===== config.mk =====
export PLATFORM = sky130hd
export DESIGN_NAME = l1tol2_req_arb
export DESIGN_NICKNAME = d
export VERILOG_FILES = /design/src/rtl/l2cache_pkg.sv /design/src/rtl/l1tol2_arb_fifo.sv /design/src/rtl/l1tol2_req_arb.sv
export SDC_FILE = /design/constraint.sdc
export NUM_CORES = 1
export LEC_CHECK = 0
export CORE_UTILIZATION = 51
export CTS_CLUSTER_SIZE = 8
export DETAILED_ROUTE_END_ITERATION = 6
export PLACE_DENSITY = 0.76
export SLEW_MARGIN = 20
export SYNTH_ARGS = -nofsm -noshare
export SYNTH_HDL_FRONTEND = slang
export SYNTH_HIERARCHICAL = 1
export SYNTH_SLANG_ARGS = --single-unit

===== constraint.sdc =====
create_clock -name clk -period 8 [get_ports clk]
set_clock_uncertainty 0.15 [all_clocks]
set_input_delay 1.6 -clock clk [delete_from_list [all_inputs] [get_ports clk]]
set_output_delay 1.6 -clock clk [all_outputs]
set_load 0.03 [all_outputs]

===== src/rtl/l2cache_pkg.sv =====
// Shared L2-side types: packed L1-to-L2 request layout and arbiter channel sizing.
// The request concentrator built on these types has an optional channel-0 priority mode (L1TOL2_ARB_PRIO_EN).
package l2cache_pkg;

    localparam int L1TOL2_ARB_NCH = 3;

    function automatic int chid_width(input int nch);
        return (nch > 1) ? $clog2(nch) : 1;
    endfunction

    localparam int CHW = chid_width(L1TOL2_ARB_NCH);

    typedef logic [CHW-1:0] L1_chid_type;

    // One request beat as seen by the L2 pipe; its width is the concentrator payload width.
    typedef struct packed {
        logic [3:0]  opcode;
        logic [3:0]  size;
        logic [7:0]  byte_en;
        logic [47:0] addr;
        logic [63:0] wdata;
    } l1tol2_req_t;

    localparam int L1TOL2_REQ_W = $bits(l1tol2_req_t);

endpackage


===== src/rtl/l1tol2_arb_fifo.sv =====
// Per-channel request FIFO with a registered full flag and a combinational head.
// The head is read without a register so an accepted request can be granted on the very next cycle.
module l1tol2_arb_fifo
    import l2cache_pkg::*;
#(
    parameter int DATA_W     = L1TOL2_REQ_W,
    parameter int FIFO_DEPTH = 2
) (
    input  logic              clk,
    input  logic              reset,
    input  logic              push,
    input  logic [DATA_W-1:0] push_data,
    input  logic              pop,
    output logic [DATA_W-1:0] head_data,
    output logic              empty,
    output logic              full
);

    localparam int AW = (FIFO_DEPTH > 1) ? $clog2(FIFO_DEPTH) : 1;
    localparam int CW = $clog2(FIFO_DEPTH + 1);

    logic [DATA_W-1:0] mem [FIFO_DEPTH];
    logic [AW-1:0]     wr_ptr_reg;
    logic [AW-1:0]     rd_ptr_reg;
    logic [CW-1:0]     count_reg;
    logic [CW-1:0]     count_next;
    logic              full_reg;

    always_comb begin
        count_next = count_reg + CW'(push) - CW'(pop);
    end

    // Full is registered from the next count, so a pop only frees the slot on the following cycle.
    always_ff @(posedge clk or negedge reset) begin
        if (!reset) begin
            wr_ptr_reg <= '0;
            rd_ptr_reg <= '0;
            count_reg  <= '0;
            full_reg   <= 1'b0;
        end else begin
            count_reg <= count_next;
            full_reg  <= (count_next == CW'(FIFO_DEPTH));
            if (push) begin
                wr_ptr_reg <= wr_ptr_reg + 1'b1;
            end
            if (pop) begin
                rd_ptr_reg <= rd_ptr_reg + 1'b1;
            end
        end
    end

    always_ff @(posedge clk) begin
        if (push) begin
            mem[wr_ptr_reg] <= push_data;
        end
    end

    assign head_data = mem[rd_ptr_reg];
    assign empty     = (count_reg == '0);
    assign full      = full_reg;

endmodule


===== src/rtl/l1tol2_req_arb.sv =====
// N-channel valid/retry request concentrator feeding the L2 pipe, round-robin by default.
// Define L1TOL2_ARB_PRIO_EN for channel-0 strict priority with a STARVE_MAX anti-starvation escape.
module l1tol2_req_arb
    import l2cache_pkg::*;
#(
    parameter int NCH        = L1TOL2_ARB_NCH,
    parameter int DATA_W     = L1TOL2_REQ_W,
    parameter int FIFO_DEPTH = 2,
    parameter int STARVE_MAX = 4
) (
    input  logic                     clk,
    input  logic                     reset,
    input  logic [NCH-1:0]           in_valid,
    output logic [NCH-1:0]           in_retry,
    input  logic [NCH*DATA_W-1:0]    in_data,
    output logic                     out_valid,
    input  logic                     out_retry,
    output logic [DATA_W-1:0]        out_data,
    output logic [chid_width(NCH)-1:0] out_chid
);

    localparam int CW = chid_width(NCH);

    logic [NCH-1:0]    fifo_empty;
    logic [NCH-1:0]    fifo_full;
    logic [NCH-1:0]    fifo_push;
    logic [NCH-1:0]    grant_vec;
    logic [DATA_W-1:0] head_data [NCH];

    logic              ready;
    logic              grant_any;
    logic [CW-1:0]     grant_idx;
    logic              force0;
    logic              excl0;
    int                cand;

    logic              out_valid_reg;
    logic [DATA_W-1:0] out_data_reg;
    logic [CW-1:0]     out_chid_reg;
    logic [CW-1:0]     rr_ptr_reg;

    assign ready = !out_valid_reg || !out_retry;

    generate
        for (genvar gi = 0; gi < NCH; gi++) begin : g_ch
            assign fifo_push[gi] = in_valid[gi] && !fifo_full[gi];
            assign grant_vec[gi] = ready && grant_any && (grant_idx == CW'(gi));

            l1tol2_arb_fifo #(
                .DATA_W     (DATA_W),
                .FIFO_DEPTH (FIFO_DEPTH)
            ) u_fifo (
                .clk       (clk),
                .reset     (reset),
                .push      (fifo_push[gi]),
                .push_data (in_data[gi*DATA_W +: DATA_W]),
                .pop       (grant_vec[gi]),
                .head_data (head_data[gi]),
                .empty     (fifo_empty[gi]),
                .full      (fifo_full[gi])
            );
        end
    endgenerate

`ifdef L1TOL2_ARB_PRIO_EN
    localparam int SW = $clog2(STARVE_MAX + 1);

    logic [SW-1:0]  starve_cnt_reg;
    logic [NCH-1:0] others_ne_vec;
    logic           others_ne;
    logic           starve_hit;

    always_comb begin
        others_ne_vec    = ~fifo_empty;
        others_ne_vec[0] = 1'b0;
        others_ne        = |others_ne_vec;
        starve_hit       = others_ne && (starve_cnt_reg >= SW'(STARVE_MAX));
    end

    // Counts channel-0 grants that made someone else wait; any other grant resets the run.
    always_ff @(posedge clk or negedge reset) begin
        if (!reset) begin
            starve_cnt_reg <= '0;
        end else if (ready && grant_any) begin
            if (grant_idx != '0) begin
                starve_cnt_reg <= '0;
            end else if (others_ne) begin
                starve_cnt_reg <= starve_cnt_reg + 1'b1;
            end
        end
    end
`else
    logic unused_starve_max;
    assign unused_starve_max = (STARVE_MAX != 0);
`endif

    // Search from the rr pointer; in priority mode channel 0 either wins outright or is skipped.
    always_comb begin
        force0    = 1'b0;
        excl0     = 1'b0;
        grant_any = 1'b0;
        grant_idx = '0;
        cand      = 0;
`ifdef L1TOL2_ARB_PRIO_EN
        if (!fifo_empty[0] && !starve_hit) begin
            force0 = 1'b1;
        end else begin
            excl0 = 1'b1;
        end
`endif
        if (force0) begin
            grant_any = 1'b1;
        end else begin
            for (int k = 0; k < NCH; k++) begin
                cand = (int'(rr_ptr_reg) + k) % NCH;
                if (!grant_any && !fifo_empty[cand] && !(excl0 && cand == 0)) begin
                    grant_any = 1'b1;
                    grant_idx = CW'(cand);
                end
            end
        end
    end

    always_ff @(posedge clk or negedge reset) begin
        if (!reset) begin
            out_valid_reg <= 1'b0;
            out_data_reg  <= '0;
            out_chid_reg  <= '0;
            rr_ptr_reg    <= '0;
        end else if (ready) begin
            out_valid_reg <= grant_any;
            if (grant_any) begin
                out_data_reg <= head_data[grant_idx];
                out_chid_reg <= grant_idx;
                rr_ptr_reg   <= (grant_idx == CW'(NCH - 1)) ? '0 : grant_idx + 1'b1;
            end
        end
    end

    assign in_retry  = fifo_full;
    assign out_valid = out_valid_reg;
    assign out_data  = out_data_reg;
    assign out_chid  = out_chid_reg;

endmodule

==> results of run 1 <==
-- layout make-up --
| cell class | instances | area, sq um |
|---|---|---|
| multi-input combinational | 979 | 7920 |
| timing repair buffer | 550 | 5500 |
| tap | 931 | 1160 |
| clock buffer | 224 | 3730 |
| sequential | 916 | 26800 |
| antenna | 29 | 72.6 |
| clock inverter | 10 | 121 |
| fill | 4667 | 23400 |
| inverter | 13 | 48.8 |
-- logic make-up after synthesis --
group	after synthesis
DFF	916
buffers and inverters	127
adders and majority gates	10
AOI/OAI and AO/OA	148
muxes	392
xor gates and xnor gates	12
and+or+nand+nor	417
-- through the flow --
step | worst slack [ns] | total power [mW] | instances | area (sq um) | util
finish | 3.47 | 18.9 | 3652 | 45300 | 0.660
global route | 3.31 | 19.7 | 3648 | 45300 | 0.660
CTS | 3.53 | 19.0 | 3622 | 45200 | 0.658
detailed placement | 2.91 | 13.8 | 3388 | 41400 | 0.602
global placement | 3.03 | 13.6 | 3387 | 41300 | 0.602
floorplan | 2.18 | 11.6 | 2022 | 35400 | -
-- cells in the mapped netlist (all sizes together), types with 2 or more instances --
cell,instances,area [sq um]
edfxtp,768,23100
mux2,389,4380
nor2,266,998
dfrtp,148,3700
a221o,129,1290
nor3,129,651
buf,72,599
clkbuf,42,158
inv,13,48.8
ha,10,125
nor2b,9,56.3
xnor2,6,52.6
xor2,6,52.6
and2,4,25.0
mux2i,3,30.0
nand2,3,11.3
o21a,3,22.5
a21boi,2,15.0
a21o,2,15.0
a21oi,2,10.0
nand2b,2,12.5
nand3,2,10.0
o211ai,2,15.0
o21ai,2,10.0
o2bb2ai,2,17.5
-- final timing paths --
path	startpoint	to	slack [ns]
worst max-delay path	rr_ptr_reg[1]	out_data[13]	3.47
worst min-delay path	out_data[121]	out_data[121]	0.36
worst max register to register	rr_ptr_reg[1]	out_data[13]	3.47
worst min register to register	out_data[121]	out_data[121]	0.36
max in group asynchronous	reset	g_ch[2].u_fifo/rd_ptr_reg	5.74
min in group asynchronous	reset	out_data[99]	0.67
-- metal layers --
layer | vias to the layer above | GRT usage | routed length [um]
li1 | 9024 | - | -
met1 | 10600 | 0.329 | 35500
met2 | 914 | 0.423 | 46000
met3 | 210 | 0.0677 | 7650
met4 | 30 | 0.121 | 3200
met5 | - | 0 | 188
-- power breakdown --
part	total [mW]	internal [mW]	leakage, nW	switching [mW]
logic	6.58	2.72	5.14	3.86
registers	7.21	6.57	8.93	0.634
clock network	5.13	3.16	1.84	1.98
-- worst register-to-register path, stage by stage, from the launching register on --
cell and delay [ns]:
dfrtp_1 0.41, inv_1 0.11, ha_1 0.28, mux2_2 0.40, o2bb2ai_1 0.19, nand3_1 0.16
nand2_4 0.44, nor3_4 0.36, buf_4 0.64, buf_4 0.89, a221o_1 0.43
==> summary.txt, run 1 <==
Status
  – Status: complete, no violations

Synthesis
  – Synth Area in XOR/XNOR: 0.00297
  – Asr flop ratio synth: 0.162
  – Syn nets: 2,422
  – Post-synth EDFFs: 768
  – Synth Flop Type: edfxtp_1
  – Largest family of logic cells by synthesized area: multiplexers
  – Cell Area, Synth: 35,400 sq um
  – Synth Area per Inst: 17.5 sq um
  – Synth Area in Compound Gates: 0.0406
  – Synthesized instance count: 2,022
  – Sequential fraction of the synthesis area: 0.755
  – Ys Warns: 6
  – Multiplexer area fraction after synthesis: 0.124
  – Synth Area in Simple Gates: 0.0503
  – Post-synthesis register bit count: 916
  – Yosys cell types: 34
  – Adder-Cell Fraction of Synth Area: 0.00353

Cells and area
  – Layout cells sized above 1: 0.215
  – Most common cell after layout, fill and taps aside: edfxtp_1
  – Nets: 2,992
  – Area grow syn2layout: 28.0%
  – Max reg flops: 768
  – Most frequent cells in the layout: 768 x edfxtp_1, 522 x clkdlybuf4s50_1, 389 x mux2_2

GRT
  – Largest net degree at the start of global routing: 98
  – GR Util All Layers: 0.261
  – Grt total ovfl: 0
  – Initial antenna violation count: 41
  – Vias in the first global route: 21,700
  – First-pass GRT wire length: 134,000 um

Floorplanning
  – Core Box Area: 68,700 sq um
  – Die ar.: 70,500 sq um
  – DIE WIDTH: 266 um
  – Initial Utilization: 0.516
  – Row cnt: 96
  – Height of the chip: 266 um
  – I/O Pins: 524

Timing
  – Setup TNS Final: 0 ns
  – Final min period: 4.53 ns
  – Slew Limit Fails: 0
  – Fin Hold WS: 0.356 ns
  – Final Setup Violations: 0
  – F_max: 221 MHz
  – Unrepaired setup endpoints after global routing: no
  – Crit share post-route: 0.566
  – Tightest Pin Transition: 1.08 ns
  – Rel. slew slack: 0.279
  – Final hold vios: 0

Place
  – PortBufs: 523
  – DP Wirelength: 57,900 um
  – Final Wtd Congestion: 0.816

Clocking
  – Clock root buffer: clkbuf_16
  – Clk slew on worst S/H paths: 0.05 ns
  – CTS Sinks: 916
  – CTS tree: built
  – PostCTS Resize Cnt: 0
  – Clk_lat worst skew: 0.70 ns
  – CTS HTree Levels: 4
  – CTS Buffer Depth: 3
  – CTS Buf Count: 132
  – Hold buffers post-CTS: 0
  – Post-CTS Setup Inserts: 0

Drt
  – Via-to-Cell Ratio: 5.70
  – Drt first pass iters: 5
  – Drt total wl: 92,500 um
  – Post-route DRC violation count: 0
  – Via count: 20,800
  – Initial DRC count: 1,773
  – Post-detailed-route wirelength per cell: 25.3 um
  – Detail Route Antenna Nets: 0

Power and ir drop
  – PwrDens: 417 nW/um^2
  – VDD IR max: 317 uV
  – Pleak: 15.9 nW

Setup path
  – Critical-path maximum fanout: 74
  – Critical path arrival: 5.00 ns
  – Critical path type: register to register
  – CP cell instances: inv_1 -> ha_1 -> mux2_2 -> o2bb2ai_1 -> nand3_1 -> nand2_4 -> nor3_4 -> buf_4 -> buf_4 -> a221o_1
  – Cell family with most CP delay: buffers and inverters
  – Worst Setup End Kind: register
  – Worst Path Buf+Inv: 3
  – Data required, critical path: 8.47 ns
  – CP dominant cell by count: buf_4
  – Worst path max stage delay: 0.87 ns
  – CP Launch Type: register
  – R2R cell count: 10
  – Levels on crit path: 10
  – Slowest CP cell: buf_4

Job
  – Max-Cap Viols: 0

Min path
  – Hold Crit Class: register to register
  – Hold path cells: 1
No activity file was read; power rests on OpenSTA's default activity.
==> run 2, diff against run 1 <==
- clock period: 8 -> 4.29 ns (I/O delays scaled with it)
==> run 2 against run 1 <==
  * Worst setup slack worse by 2.9 ns
  * Utilization up 0.27 points
  * Count of clock-buffer cells in the layout down 3
  * Total power up 88%
  * Sequential power up 84%
  * Critical path type unchanged
  * Non-clock buffer count up 3
  * Via count about the same
  * Largest cell class unchanged
  * Critical endpoint is now g_ch[1].u_fifo/full
  * Sequential share of layout area down 0.25 points
==> summary.txt, run 2 (same netlist as run 1, synthesis figures left out) <==
Status
  – Status: complete, no violations

Cells and area
  – Most common cell after layout, fill and taps aside: edfxtp_1
  – Most frequent cells in the layout: 768 x edfxtp_1, 522 x clkdlybuf4s50_1, 389 x mux2_2
  – Fillers: 4,598
  – Area grow syn2layout: 28.5%
  – Layout cells sized above 1: 0.216
  – Cell Count, Final, Fillers Out: 3,646
  – Max reg flops: 768
  – Nets: 2,995

Power and ir drop
  – Gate power share: 0.357
  – Switch Pwr: 12.3 mW
  – P_int: 23.3 mW
  – VDD IR max: 1160 uV
  – Sw Ratio: 0.346
  – Power Total: 35.6 mW
  – Clk pwr share: 0.270
  – Pleak: 16.0 nW
  – PwrDens: 783 nW/um^2
  – Sequential share of power: 0.373

Setup path
  – CP cell instances: inv_1 -> ha_1 -> mux2_2 -> o2bb2ai_1 -> o2bb2ai_1 -> a221o_4 -> nor2_1 -> ha_1 -> inv_1 -> ha_1 -> xnor2_1 -> mux2_2
  – R2R setup slack: 0.56 ns
  – Levels on crit path: 12
  – Critical path type: register to register
  – Cell family with most CP delay: compound AO/OA/AOI/OAI gates
  – Critical Path End: g_ch[1].u_fifo/full
  – CP Launch Type: register
  – CP dominant cell by count: ha_1
  – Worst Path Buf+Inv: 2
  – Worst R2R End: g_ch[1].u_fifo/full
  – Worst path max stage delay: 0.55 ns
  – Worst Setup End Kind: register
  – Data required, critical path: 4.71 ns
  – Critical-path maximum fanout: 22
  – Slowest CP cell: a221o_4
  – Worst Setup SP: rr_ptr_reg[1]
  – Critical path arrival: 4.16 ns
  – R2r startpoint: rr_ptr_reg[1]
  – R2R cell count: 12

Drt
  – Post-route DRC violation count: 0
  – Via-to-Cell Ratio: 5.71
  – Detail Route Antenna Nets: 0
  – Post-detailed-route wirelength per cell: 25.4 um
  – Via count: 20,800
  – Drt total wl: 92,700 um
  – Drt first pass iters: 5
  – Initial DRC count: 1,738

Floorplanning
  – DIE WIDTH: 266 um
  – Initial Utilization: 0.516
  – Height of the chip: 266 um
  – I/O Pins: 524
  – Core Box Area: 68,700 sq um
  – Row cnt: 96
  – Die ar.: 70,500 sq um

Clocking
  – Clk_lat worst skew: 0.69 ns
  – Post-CTS Setup Inserts: 0
  – Hold buffers post-CTS: 0
  – CTS HTree Levels: 4
  – CTS Buffer Depth: 3
  – Clock root buffer: clkbuf_16
  – CTS tree: built
  – PostCTS Resize Cnt: 0
  – CTS Buf Count: 132
  – Clk slew on worst S/H paths: 0.05 ns
  – CTS Sinks: 916

Timing
  – Slew Limit Fails: 0
  – Fin Hold WS: 0.0522 ns
  – Unrepaired setup endpoints after global routing: no
  – Final hold vios: 0
  – Final Setup Violations: 0
  – Crit share post-route: 0.871
  – Tightest Pin Transition: 1.04 ns
  – Rel. slew slack: 0.307
  – Setup TNS Final: 0 ns
  – Min setup slack post-route: 0.555 ns
  – Final min period: 3.73 ns
  – F_max: 268 MHz

GRT
  – First-pass GRT wire length: 136,000 um
  – Grt total ovfl: 0
  – Largest net degree at the start of global routing: 130
  – Initial antenna violation count: 23
  – Vias in the first global route: 22,000
  – GR Util All Layers: 0.262

Place
  – PortBufs: 523
  – Dpl cells: 3,392
  – DP Wirelength: 53,500 um
  – Final Wtd Congestion: 0.830
  – Dpl ws: 0.613 ns

Min path
  – Hold Crit Class: primary input to asynchronous set/reset pin

Job
  – Max-Cap Viols: 0
## run 2: cell count changes in the layout (fill, tap and decap cells not counted)
cell,delta
buf_16,-2
clkbuf_16,-3
clkinv_16,+2
clkinv_8,+1
inv_16,+2
clkinv_2,+1
buf_4,-10
buf_12,+16
diode_2,-11
inv_6,-1
buf_6,-1
## run 2: layer usage
metal	wire, um	GRT usage	part of all wire
met5	125	0	0.0013
met4	2850	0.110	0.031
met3	7450	0.0691	0.080
met2	46400	0.437	0.50
met1	35900	0.323	0.39
## run 2: worst min path at each step
stage	from	to	slack, ns	cells after the start
after floorplan	rr_ptr_reg[1]	rr_ptr_reg[1]	0.35	1
after global placement	out_data[122]	out_data[122]	0.34	1
after detailed placement	out_chid[0]	out_chid[0]	0.35	1
after CTS	reset	out_data[96]	0.12	1
after global routing	reset	out_data[95]	0.12	1
final	reset	out_data[95]	0.05	1
## run 2: worst reg2reg max path, stage by stage, from the launching register on
cell	delay (ns)
dfrtp_1	0.41
inv_1	0.09
ha_1	0.30
mux2_2	0.42
o2bb2ai_1	0.19
o2bb2ai_1	0.18
a221o_4	0.55
nor2_1	0.27
ha_1	0.28
inv_1	0.07
ha_1	0.15
xnor2_1	0.17
mux2_2	0.38
## run 2: power by group through the flow
| stage | combinational [mW] | sequential [mW] | clock (mW) |
|---|---|---|---|
| 4_1_cts | 12.8 | 13.3 | 9.75 |
| 3_3_place_gp | 12.5 | 13.3 | 0 |
| 3_5_place_dp | 12.8 | 13.4 | 0 |
| 6_report | 12.7 | 13.3 | 9.61 |
| 5_1_grt | 13.5 | 13.5 | 10.1 |
| 2_1_floorplan | 7.35 | 14.3 | 0 |
## run 2: cell type report
type	instances	area, sq um	area share
Timing Repair Buffer	553	5680	0.125
Clock buffer	221	3660	0.0804
Sequential cell	916	26800	0.588
Multi-Input combinational cell	979	7920	0.174
Clock inverter	15	234	0.00514
Inverter	13	48.8	0.00107
Tap cell	931	1160	0.0256
Antenna cell	18	45.0	0.000989
## run 2: metrics by stage
stage | instance area (sq um) | utilization
4_1_cts | 45500 | 0.662
3_3_place_gp | 41600 | 0.605
5_1_grt | 45500 | 0.662
3_5_place_dp | 41600 | 0.605
2_1_floorplan | 35500 | -
6_report | 45500 | 0.663
==> run 3, diff against run 2 <==
- CAP_MARGIN: unset -> 20
- SYNTH_HIERARCHICAL: 1 -> unset
==> run 3 against run 2 <==
  * Sequential share of layout area increased by 0.43 points
  * Hold slack improved by 0.31 ns
  * Clock power decreased by 0.8%
  * Worst setup slack improved by 0.36 ns
  * Synthesized area decreased by 1.2%
  * First-iteration DRC count decreased by 14%
  * Synthesized cell count decreased by 7.0%
  * Sequential power about the same
==> summary.txt, run 3 <==
Clocking
  – Clk_lat worst skew: 0.69 ns
  – CTS tree: built
  – CTS Sinks: 916
  – CTS Buf Count: 132
  – CTS Buffer Depth: 3
  – CTS HTree Levels: 4
  – Clk slew on worst S/H paths: 0.05 ns
  – Clock root buffer: clkbuf_16
  – Post-CTS Setup Inserts: 0

Floorplanning
  – Initial Utilization: 0.518
  – Core Box Area: 67,500 sq um
  – Row cnt: 95
  – Height of the chip: 264 um
  – DIE WIDTH: 264 um
  – I/O Pins: 524
  – Die ar.: 69,700 sq um

Setup path
  – Critical path type: register to register
  – Worst Setup End Kind: register
  – CP Launch Type: register
  – Critical path arrival: 3.83 ns
  – R2R cell count: 12
  – R2R setup slack: 0.91 ns
  – Data required, critical path: 4.74 ns
  – Critical-path maximum fanout: 21

GRT
  – Largest net degree at the start of global routing: 156
  – Vias in the first global route: 21,100
  – Grt total ovfl: 0
  – Initial antenna violation count: 35
  – GR Util All Layers: 0.260
  – First-pass GRT wire length: 134,000 um

Timing
  – Fin Hold WS: 0.363 ns
  – Final hold vios: 0
  – F_max: 296 MHz
  – Tightest Pin Transition: 0.947 ns
  – Slew Limit Fails: 0
  – Final min period: 3.38 ns
  – Unrepaired setup endpoints after global routing: no
  – Rel. slew slack: 0.369
  – Crit share post-route: 0.788
  – Min setup slack post-route: 0.912 ns
  – Final Setup Violations: 0

Power and ir drop
  – Sequential share of power: 0.383
  – Power Total: 35.2 mW
  – Clk pwr share: 0.271
  – VDD IR max: 606 uV
  – P_int: 23.1 mW
  – Switch Pwr: 12.1 mW
  – Sw Ratio: 0.343
  – PwrDens: 778 nW/um^2
  – Gate power share: 0.346
  – Pleak: 17.0 nW

Synthesis
  – Asr flop ratio synth: 0.162
  – Ys Warns: 0
  – Cell Area, Synth: 35,000 sq um
  – Post-synthesis register bit count: 916
  – Synth top area cells: edfxtp_1 66%, mux2i_1 15%, dfrtp_1 11%, a221o_1 3.7%, nor3_1 1.8%
  – Top-count cell post-synth: edfxtp_1
  – Area share of the largest cell type after synthesis: 0.659
  – Largest area contributor in the netlist: edfxtp_1
  – Post-synth EDFFs: 768
  – Post-synth top cells: 768 x edfxtp_1, 512 x mux2i_1, 148 x dfrtp_1
  – Syn nets: 2,279
  – Synth Flop Type: edfxtp_1
  – Synthesized instance count: 1,881
  – Sequential fraction of the synthesis area: 0.765
  – Synth Area per Inst: 18.6 sq um
  – Yosys cell types: 34

Cells and area
  – Max reg flops: 768
  – Area grow syn2layout: 29.1%
  – Area of the multi-input gates: 7620 sq um
  – Most frequent cells in the layout: 768 x edfxtp_1, 522 x clkdlybuf4s50_1, 512 x mux2i_1
  – Most common cell after layout, fill and taps aside: edfxtp_1
  – Nets: 2,855
  – Layout cells sized above 1: 0.0790
  – Fin area: 45,200 sq um
  – Fillers: 4,468
  – Register area: 26,800 sq um
  – Finished Core Util: 0.669

Drt
  – Detail Route Antenna Nets: 0
  – Initial DRC count: 1,500
  – Via count: 20,000
  – Drt total wl: 90,500 um
  – Via-to-Cell Ratio: 5.80
  – Drt first pass iters: 5
  – Post-detailed-route wirelength per cell: 26.2 um
  – Post-route DRC violation count: 0

Min path
  – Hold Crit Class: register to register
  – Hold path cells: 1

Place
  – Dpl ws: 0.935 ns
  – DP Wirelength: 54,900 um
  – Final Wtd Congestion: 0.805
  – Placed inst area: 41,300 sq um
  – PortBufs: 523

Status
  – Status: complete, no violations

Job
  – Max-Cap Viols: 0
-- run 3: changes by cell type after synthesis, moves of 4 or more --
| cell | before | now |
|---|---|---|
| mux2i_1 | 3 | 512 |
| mux2_2 | 389 | 0 |
| nor2_1 | 266 | 13 |
| buf_6 | 39 | 12 |
| clkbuf_1 | 42 | 61 |
| buf_4 | 0 | 16 |
| nor2b_1 | 9 | 4 |
| buf_1 | 4 | 0 |
-- run 3: path summary, 6_finish.rpt --
| kind | startpoint | endpoint |
|---|---|---|
| setup / recovery | rr_ptr_reg[0] | g_ch[1].u_fifo.full |
| hold reg to reg | out_data[124] | out_data[124] |
| max in group asynchronous | reset | out_data[93] |
| min in group asynchronous | reset | out_data[113] |
| hold / removal | out_data[124] | out_data[124] |
| setup reg to reg | rr_ptr_reg[0] | g_ch[1].u_fifo.full |
-- run 3: final cells by class --
type / instances / area share
antenna: 23 / 0.00127
inverter: 10 / 0.000831
clock buffer: 224 / 0.0824
timing repair buffer: 562 / 0.127
sequential: 916 / 0.592
multi-input combinational: 835 / 0.169
clock inverter: 10 / 0.00277
tap: 873 / 0.0242
-- run 3: worst max-delay path, cell delays in order, from the launching register on --
cell	delay, ns
dfrtp_1	0.37
inv_1	0.06
ha_1	0.41
o41a_1	0.42
a31oi_1	0.23
and2_4	0.52
nor3_2	0.14
ha_1	0.31
inv_1	0.04
ha_1	0.18
xnor2_1	0.18
xnor2_1	0.15
nor2b_1	0.15
-- run 3: layer usage --
layer	up-vias	global-route usage	wire length, um
met4	24	0.131	3230
met5	-	0	150
met2	860	0.433	46100
met1	10200	0.315	34700
li1	8741	-	-
met3	207	0.0681	6320
-- run 3: cells by family (layout without fill, tap and decap cells) --
family                   count (synthesis)  count (layout)  synth area share
other                                    0              23                 0
adder cells (fa/ha/maj)                  8               8           0.00286
XOR/XNOR                                12              12           0.00300
AO/OA/AOI/OAI                          145             145            0.0407
flip-flops                             916             916             0.765
AND/OR/NAND/NOR                        158             158            0.0228
multiplexers                           512             512             0.146
buffers and inverters                  130             806            0.0193
-- run 3: per-stage QoR --
| stage | TNS, ns | std cells |
|---|---|---|
| detailed placement | 0 | 3195 |
| CTS | 0 | 3430 |
| finish | 0 | 3453 |
| global placement | 0 | 3195 |
| global route | 0 | 3452 |
| floorplan | -483.77 | 1881 |
-- run 3: power by group through the flow --
stage	sequential (mW)	combinational, mW	clock [mW]
global route	13.6	12.9	10.1
CTS	13.5	12.3	9.68
detailed placement	13.6	12.2	0
global placement	13.5	11.9	0
finish	13.5	12.2	9.53
floorplan	14.4	7.06	0
-- run 3: what timing repair did --
item / 4_1_cts / 5_1_grt
hold buffers: 1 / 0
endpoints found under the hold margin: 1 / 0
resized for setup: 0 / 0
